--- src/rtl/audio_delay_pkg.sv ---
// Shared sizing defaults and FSM encoding for the audio delay-buffer controller.
package audio_delay_pkg;

  localparam int ADDR_W_DEF  = 16;
  localparam int DELAY_0_DEF = 4096;
  localparam int DELAY_1_DEF = 16384;
  localparam int DELAY_2_DEF = 32768;
  localparam int DELAY_3_DEF = 65535;

  typedef enum logic [1:0] {
    ST_IDLE   = 2'd0,
    ST_FILL   = 2'd1,
    ST_RUN    = 2'd2,
    ST_RETUNE = 2'd3
  } state_e;

endpackage

--- src/rtl/sel_change_detect.sv ---
// Two-flop synchroniser for the delay-select switches plus a compare against the
// code currently in use; latency 2 cycles to sel_sync, change is combinational on it.
module sel_change_detect (
  input  logic       clk,
  input  logic       reset,
  input  logic [1:0] sel_async,
  input  logic [1:0] sel_latched,
  output logic [1:0] sel_sync,
  output logic       change
);

  logic [1:0] sync1_q, sync1_d;
  logic [1:0] sync2_q, sync2_d;

  always_comb begin
    sync1_d = sel_async;
    sync2_d = sync1_q;
  end

  always_ff @(posedge clk) begin
    if (reset) begin
      sync1_q <= 2'd0;
      sync2_q <= 2'd0;
    end else begin
      sync1_q <= sync1_d;
      sync2_q <= sync2_d;
    end
  end

  assign sel_sync = sync2_q;
  assign change   = (sync2_q != sel_latched);

endmodule

--- src/rtl/delay_buffer_ctrl.sv ---
// Address/strobe controller for an external dual-port delay buffer: writes each
// sample, reads it back a selectable number of samples later, mutes until full.
module delay_buffer_ctrl
  import audio_delay_pkg::*;
#(
  parameter int ADDR_W  = ADDR_W_DEF,
  parameter int DELAY_0 = DELAY_0_DEF,
  parameter int DELAY_1 = DELAY_1_DEF,
  parameter int DELAY_2 = DELAY_2_DEF,
  parameter int DELAY_3 = DELAY_3_DEF
) (
  input  logic              clk,
  input  logic              reset,
  input  logic              enable,
  input  logic              sample_strobe,
  input  logic [1:0]        delay_sel,
  output logic [ADDR_W-1:0] write_address,
  output logic              write_enable,
  output logic [ADDR_W-1:0] read_address,
  output logic              read_valid,
  output logic [1:0]        state,
  output logic [ADDR_W-1:0] fill_count
);

  state_e            state_q, state_d;
  logic [ADDR_W-1:0] wr_ptr_q, wr_ptr_d;
  logic [ADDR_W-1:0] write_address_q, write_address_d;
  logic [ADDR_W-1:0] read_address_q, read_address_d;
  logic [ADDR_W-1:0] fill_count_q, fill_count_d;
  logic [ADDR_W-1:0] active_delay_q, active_delay_d;
  logic [1:0]        active_sel_q, active_sel_d;
  logic              write_enable_q, write_enable_d;

  logic [1:0]        sel_sync;
  logic              sel_change;
  logic              accept;

  function automatic logic [ADDR_W-1:0] delay_of(input logic [1:0] sel);
    case (sel)
      2'd0:    delay_of = ADDR_W'(DELAY_0);
      2'd1:    delay_of = ADDR_W'(DELAY_1);
      2'd2:    delay_of = ADDR_W'(DELAY_2);
      default: delay_of = ADDR_W'(DELAY_3);
    endcase
  endfunction

  sel_change_detect u_sel_change_detect (
    .clk         (clk),
    .reset       (reset),
    .sel_async   (delay_sel),
    .sel_latched (active_sel_q),
    .sel_sync    (sel_sync),
    .change      (sel_change)
  );

  always_comb begin
    state_d         = state_q;
    wr_ptr_d        = wr_ptr_q;
    write_address_d = write_address_q;
    fill_count_d    = fill_count_q;
    active_delay_d  = active_delay_q;
    active_sel_d    = active_sel_q;
    write_enable_d  = 1'b0;
    read_address_d  = wr_ptr_q - active_delay_q;

    accept = enable && sample_strobe && ((state_q == ST_FILL) || (state_q == ST_RUN));

    if (accept) begin
      write_enable_d  = 1'b1;
      write_address_d = wr_ptr_q;
    end

    // The pointer advances during the pulse itself, so a pulse that straddles
    // a transition to IDLE or RETUNE still consumes its slot.
    if (write_enable_q) begin
      wr_ptr_d = wr_ptr_q + 1'b1;
    end

    case (state_q)
      ST_IDLE: begin
        if (enable) begin
          state_d      = ST_FILL;
          fill_count_d = '0;
        end
      end
      ST_FILL, ST_RUN: begin
        if (!enable) begin
          state_d = ST_IDLE;
        end else if (sel_change) begin
          state_d      = ST_RETUNE;
          fill_count_d = '0;
        end else begin
          if (accept && (fill_count_q < active_delay_q)) begin
            fill_count_d = fill_count_q + 1'b1;
          end
          if ((state_q == ST_FILL) && (fill_count_q == active_delay_q)) begin
            state_d = ST_RUN;
          end
        end
      end
      ST_RETUNE: begin
        active_sel_d   = sel_sync;
        active_delay_d = delay_of(sel_sync);
        // A strobe taken on the cycle the change was seen is pulsing now; count it.
        fill_count_d   = ADDR_W'(write_enable_q);
        state_d        = enable ? ST_FILL : ST_IDLE;
      end
      default: state_d = ST_IDLE;
    endcase
  end

  always_ff @(posedge clk) begin
    if (reset) begin
      state_q         <= ST_IDLE;
      wr_ptr_q        <= '0;
      write_address_q <= '0;
      read_address_q  <= '0;
      fill_count_q    <= '0;
      active_delay_q  <= ADDR_W'(DELAY_0);
      active_sel_q    <= 2'd0;
      write_enable_q  <= 1'b0;
    end else begin
      state_q         <= state_d;
      wr_ptr_q        <= wr_ptr_d;
      write_address_q <= write_address_d;
      read_address_q  <= read_address_d;
      fill_count_q    <= fill_count_d;
      active_delay_q  <= active_delay_d;
      active_sel_q    <= active_sel_d;
      write_enable_q  <= write_enable_d;
    end
  end

  // Masking with reset kills a pulse that is already on the wire when reset arrives.
  assign write_enable  = write_enable_q & ~reset;
  assign write_address = write_address_q;
  assign read_address  = read_address_q;
  assign read_valid    = (state_q == ST_RUN);
  assign state         = state_q;
  assign fill_count    = fill_count_q;

endmodule

--- config.mk ---
export PLATFORM = sky130hd
export DESIGN_NAME = delay_buffer_ctrl
export DESIGN_NICKNAME = d
export VERILOG_FILES = /design/src/rtl/audio_delay_pkg.sv /design/src/rtl/sel_change_detect.sv /design/src/rtl/delay_buffer_ctrl.sv
export SDC_FILE = /design/constraint.sdc
export NUM_CORES = 1
export LEC_CHECK = 0
export ABC_AREA = 1
export BUFFER_PORTS_ARGS = -buffer_cell sky130_fd_sc_hd__buf_2
export CORE_ASPECT_RATIO = 1.2
export CORE_MARGIN = 8
export CORE_UTILIZATION = 23
export CTS_CLUSTER_DIAMETER = 80
export CTS_CLUSTER_SIZE = 10
export DETAILED_ROUTE_END_ITERATION = 7
export HOLD_SLACK_MARGIN = 0.05
export PLACE_DENSITY_LB_ADDON = 0.1
export SYNTH_ARGS = -nofsm -noshare
export SYNTH_HDL_FRONTEND = slang
export SYNTH_SLANG_ARGS = --single-unit
--- constraint.sdc ---
create_clock -name clk -period 2.73 [get_ports clk]
set_clock_uncertainty 0.2 [all_clocks]
set_input_delay 0 -clock clk [delete_from_list [all_inputs] [get_ports clk]]
set_output_delay 0 -clock clk [all_outputs]
set_load 0.02 [all_outputs]
==> flow_summary.toml, run 1 <==
[synthesis]
synth_compound_area_frac = 0.137
yosys-top-cells-area = "dfxtp_1, nand2_1, ha_1"
yosys.area_share.xor_xnor = 0.0176
syn_area_per_cell_sq_um = 6.94
syn-cell-area_sq_um = 4470
synthMuxAreaShare = 0
synth_warnings = 0
synth_fa_ha_area_frac = 0.116
synth-seq-cells = 77
syn-num-nets = 691
synth_top_area_frac = 0.345
synth-seq-area-share = 0.345
synth_top_family_by_area = "simple AND/OR/NAND/NOR gates"
synth.distinct_cells = 40
yosys.area_share.simple = 0.295
yosys.area.top_type = "dfxtp_1"
syn_inst = 644

[critical_path]
cp-start-kind = "register"
critPathCapture = "fill_count[5]"
reg2reg_slack_ps = 210
r2r-end = "fill_count[5]"
setup.worst_path.start = "active_delay_q[13]"
cp.arrival_ps = 2560
path_max_fanout = 20
critPathKind = "reg2reg"
r2r-start = "active_delay_q[13]"
crit_required_ps = 2770
endpoint_kind = "register"
worstRegToRegCells = 13

[grt]
grt_overflow = 0
grt_first_pass_wirelength_mm = 22.7
grt_max_degree = 42
track_usage = 0.120
grt_pass1_vias = 4457
antenna_found_initial = 0

[placement]
dp_hpwl_mm = 10.3
pre_cts_slack_ps = 155
place_congestion = 0.813
portBuffers = 57

[cts]
cts.clk_slew.worst_paths_ps = 70
cts_root_buffer = "clkbuf_16"
clkLatencyLatePin_ps = 350
clockBufferDepth = 2
cts-buffers-inserted = 9
h-tree-depth = 3
cts_tree = "done"
clock_sink_count = 77

[timing]
maxSlewViolCount = 0
finalHoldViolCount = 0
worst_slew_pin_slew_ps = 585
timing.slew.headroom = 0.610
rsz0062_at_grt = "false"
min_period_over_period = 0.922
worst_slack_ps = 212
finalSetupViolCount = 0
setup_tns_ps = 0
max_freq_mhz = 397
period_needed_ps = 2520

[cells_and_area]
diodes = 0
n_fill_cell = 2196
drive_above_1_share = 0.144
finalNetCount = 762
area_growth_pct = 22.6

[route]
via_per_inst = 4.36
drcViolationCount = 0
ant_nets = 0
firstDrtPassIters = 4
routedWlPerCell_microns = 14.0
routed_wirelength_mm = 13.7
via_count = 4279
drtIter0Drc = 152

[outcome]
outcome = "complete, no violations"

[floorplan]
die_h_microns = 169
rows = 56
ios = 58
dieArea_sq_um = 24200
core-area_sq_um = 19300
die_w_microns = 143
start_util = 0.231

[flow_run]
cap_viol_max_count = 0

[power]
p_per_area_nw_per_um2 = 542
power.total_mw = 2.97
ir_drop_mv = 0.309
p_leak_nw = 2.52

[hold_path]
hold_path_class = "reg2reg"
## kinds of logic after synthesis
| kind of cell | Yosys count |
|---|---|
| adders and majority gates | 41 |
| AOI/OAI and AO/OA | 113 |
| and+or+nand+nor | 307 |
| xor gates and xnor gates | 9 |
| DFF | 77 |
| buffers and inverters | 97 |
## sequential cells by signal, summed over array words and instances, names as in the netlist
register,cells
active_delay_q,4
active_sel_q,2
fill_count,16
read_address,16
state,2
u_sel_change_detect.sel_sync,2
u_sel_change_detect.sync1_q,2
wr_ptr_q,16
write_address,16
write_enable_q,1
## placed cells by master (no fill, tap or decap), types with 2 or more instances in the layout
cell type | Yosys | final
nand2_1 | 136 | 136
nor2_1 | 91 | 91
dfxtp_1 | 77 | 77
inv_1 | 74 | 73
a21oi_1 | 65 | 64
buf_2 | 2 | 57
nand3_1 | 43 | 43
ha_1 | 40 | 39
o21ai_0 | 25 | 25
buf_4 | 0 | 14
nor3_1 | 12 | 12
nand4_1 | 11 | 11
clkbuf_16 | 0 | 9
dlygate4sd3_1 | 0 | 7
xor2_1 | 6 | 6
o21ai_1 | 6 | 6
o21bai_1 | 5 | 5
nand2_4 | 4 | 4
inv_6 | 1 | 4
nand3b_1 | 3 | 3
o21a_1 | 3 | 3
xnor2_1 | 3 | 3
inv_2 | 2 | 2
clkinvlp_4 | 0 | 2
a211oi_1 | 2 | 2
a21oi_2 | 1 | 2
a21o_1 | 2 | 2
## layer usage
layer	track usage	part of all wire	up-vias
met1	0.132	0.44	1958
met4	0.0472	0.013	0
met5	0	0	-
li1	-	-	2251
met2	0.222	0.52	56
met3	0.0214	0.031	14
## per-stage QoR
| stage | hold slack (ps) | cells | area, sq um | utilization |
|---|---|---|---|---|
| after global routing | 239 | 981 | 5480 | 0.283 |
| after floorplan | -93.0 | 644 | 4470 | - |
| after detailed placement | 26.0 | 954 | 5060 | 0.262 |
| after CTS | 214 | 977 | 5440 | 0.281 |
| final | 210 | 981 | 5480 | 0.283 |
| after global placement | 27.7 | 954 | 5060 | 0.262 |
## worst max-delay path, cell delays in order, from the launching register on
cell and delay (ps):
dfxtp_1 380, clkinvlp_4 170, buf_4 190, ha_1 310
nand4_1 100, nor3_1 150, buf_4 150, nand2_1 60
nand2_2 70, nand2_4 100, nand2_4 250, clkinv_4 120
nor2_1 100, nor2_1 50
## Yosys cell counts, drive strengths merged
| cell | instances |
|---|---|
| ha | 40 |
| dfxtp | 77 |
| o21ai | 32 |
| clkinv | 2 |
| nor2 | 92 |
| a21oi | 66 |
| xnor2 | 3 |
| o21a | 3 |
| clkbuf | 11 |
| nor4 | 2 |
| and3 | 1 |
| nand3b | 3 |
| and2 | 1 |
| a211oi | 2 |
| o221ai | 1 |
| nand4 | 11 |
| nand3 | 43 |
| nor3 | 13 |
| nand2 | 141 |
| a21o | 2 |
| inv | 77 |
| xor2 | 6 |
| o32ai | 1 |
| o21bai | 5 |
| fa | 1 |
| buf | 7 |
| o211ai | 1 |
## power by group
part           leakage, nW  switching, mW  internal, mW
Sequential           0.625         0.0507          1.16
Combinational         1.75          0.316         0.162
Clock                0.149          0.552         0.724
Total                 2.52          0.919          2.05
## final cells by class
cell class                 instances  area (sq um)  share of cell area
inverter                          79           310              0.0566
clock inverter                     7          80.1              0.0146
multi-input combinational        470          2540               0.463
tap                              261           327              0.0596
clock buffer                       9           225              0.0411
timing repair buffer              78           460              0.0840
sequential                        77          1540               0.281
## worst min-delay path by stage
stage	startpoint	depth (start not counted)	end	slack, ps
finish	u_sel_change_detect.sync1_q[0]	2	u_sel_change_detect.sel_sync[0]	210
global route	u_sel_change_detect.sync1_q[1]	2	u_sel_change_detect.sel_sync[1]	240
CTS	u_sel_change_detect.sync1_q[0]	2	u_sel_change_detect.sel_sync[0]	210
detailed placement	delay_sel[0]	3	u_sel_change_detect.sync1_q[0]	30
global placement	delay_sel[0]	3	u_sel_change_detect.sync1_q[0]	30
floorplan	delay_sel[0]	2	u_sel_change_detect.sync1_q[0]	-90
## repair_timing
item	4_1_cts	5_1_grt
setup buffers	0	4
endpoints found under the setup margin	0	16
endpoints found under the hold margin	42	0
gates resized for setup	0	3
hold buffers	7	0
Power figures use the tool's default switching activity.
==> inputs of run 2 (changes only) <==
CELL_PAD_IN_SITES_DETAIL_PLACEMENT = 0   (was default)
CELL_PAD_IN_SITES_GLOBAL_PLACEMENT = 1   (was default)
==> run 2 against run 1 <==
Total power up 3.6%. Clock power up 8%. First-iteration DRC count up 31%. Final cell count down 0.10%. Largest cell class unchanged.
==> flow_summary.toml, run 2 (same netlist as run 1, synthesis figures left out) <==
[outcome]
outcome = "complete, no violations"

[timing]
finalSetupViolCount = 0
finalHoldViolCount = 0
setup_tns_ps = 0
min_period_over_period = 0.896
max_freq_mhz = 409
worst_slew_pin_slew_ps = 526
whs_ps = 209
maxSlewViolCount = 0
period_needed_ps = 2450
rsz0062_at_grt = "false"
timing.slew.headroom = 0.649

[placement]
place_congestion = 0.786
dp_hpwl_mm = 10.7
portBuffers = 57

[critical_path]
cp.arrival_ps = 2480
path_max_fanout = 24
critPathKind = "reg2reg"
crit_required_ps = 2760
critPathMaxStageDelay_ps = 330
worstRegToRegCells = 13
crit_chain = "inv_1, buf_12, ha_1, nand4_1, nor3_1, buf_4, nand2_1, nand2_2, nand2_4, nand2_4, clkinv_4, nor2_1, nor2_1"
crit_slowest_cell = "dfxtp_1"
endpoint_kind = "register"
cp-start-kind = "register"

[grt]
use_met3 = 0.0234
grt_first_pass_wirelength_mm = 23.1
use_met1 = 0.139
grt_pass1_vias = 4360
grt_use_met2 = 0.224
grt_overflow = 0
track_usage = 0.123
grt_busiest_layer = "met2"
antenna_found_initial = 0
grt_max_degree = 42

[cells_and_area]
area_growth_pct = 23.1
diodes = 0
final_cell_mix = "nand2_1, nor2_1, dfxtp_1, inv_1, a21oi_1"
final_common_cell = "nand2_1"
finalNetCount = 761
drive_above_1_share = 0.139

[route]
drtIter0Drc = 199
routedWlPerCell_microns = 14.7
via_per_inst = 4.37
firstDrtPassIters = 4
drcViolationCount = 0
routed_wirelength_mm = 14.4
ant_nets = 0
via_count = 4286

[floorplan]
ios = 58
start_util = 0.231
core-area_sq_um = 19300
die_w_microns = 143
rows = 56
dieArea_sq_um = 24200
die_h_microns = 169

[cts]
clockBufferDepth = 2
cts_root_buffer = "clkbuf_16"
cts-buffers-inserted = 9
cts.clk_slew.worst_paths_ps = 70
clkLatencyLatePin_ps = 350
cts-resized-gates = 0
post_cts_buffers = 0
cts_tree = "done"
h-tree-depth = 3
clock_sink_count = 77
holdBufCountCts = 7

[power]
p_per_area_nw_per_um2 = 559
ir_drop_mv = 0.261
p_leak_nw = 2.54

[hold_path]
hold-path-cell-count = 2
hold_path_class = "reg2reg"

[flow_run]
cap_viol_max_count = 0
## run 2: worst paths after layout
path	to	startpoint	slack, ps
worst max register to register	fill_count[10]	active_delay_q[13]	280
worst min-delay path	u_sel_change_detect.sel_sync[1]	u_sel_change_detect.sync1_q[1]	210
worst min register to register	u_sel_change_detect.sel_sync[1]	u_sel_change_detect.sync1_q[1]	210
worst max-delay path	fill_count[10]	active_delay_q[13]	280
## run 2: layout make-up
type | instances | area, sq um
clock inverters | 6 | 93.8
clock buffers | 10 | 239
flip-flops and latches | 77 | 1540
well taps | 261 | 327
multi-input cells | 470 | 2530
inverters | 79 | 307
fillers | 2221 | 13800
repair buffers | 77 | 465
## run 2: worst max-delay path, delay by kind of cell (launching register included)
family / cells / cell delay, ps
flip-flops: 1 / 330
buffers and inverters: 4 / 500
AND/OR/NAND/NOR: 8 / 950
adder cells (fa/ha/maj): 1 / 330
## run 2: metrics by stage
stage	util	area [sq um]	cells	total power [mW]	setup slack (ps)
after floorplan	-	4470	644	1.59	384
after global placement	0.264	5100	957	1.73	340
after detailed placement	0.264	5100	957	1.73	294
after CTS	0.285	5500	980	3.14	261
after global routing	0.285	5500	980	3.24	122
final	0.285	5500	980	3.08	284
## run 2: per-layer routing
layer  share of wire  vias to the layer above  routed length, microns
met5               0                        -                       0
met4           0.019                        0                     276
met3           0.031                       17                     451
met2            0.51                       60                    7340
met1            0.44                     1969                    6380
li1                -                     2240                       -
## run 2: where the power goes
group	internal (mW)	total (mW)	leakage (nW)	switching [mW]
logic	0.162	0.484	1.76	0.321
clock network	0.833	1.38	0.159	0.543
registers	1.16	1.22	0.625	0.0521
total	2.16	3.08	2.54	0.916
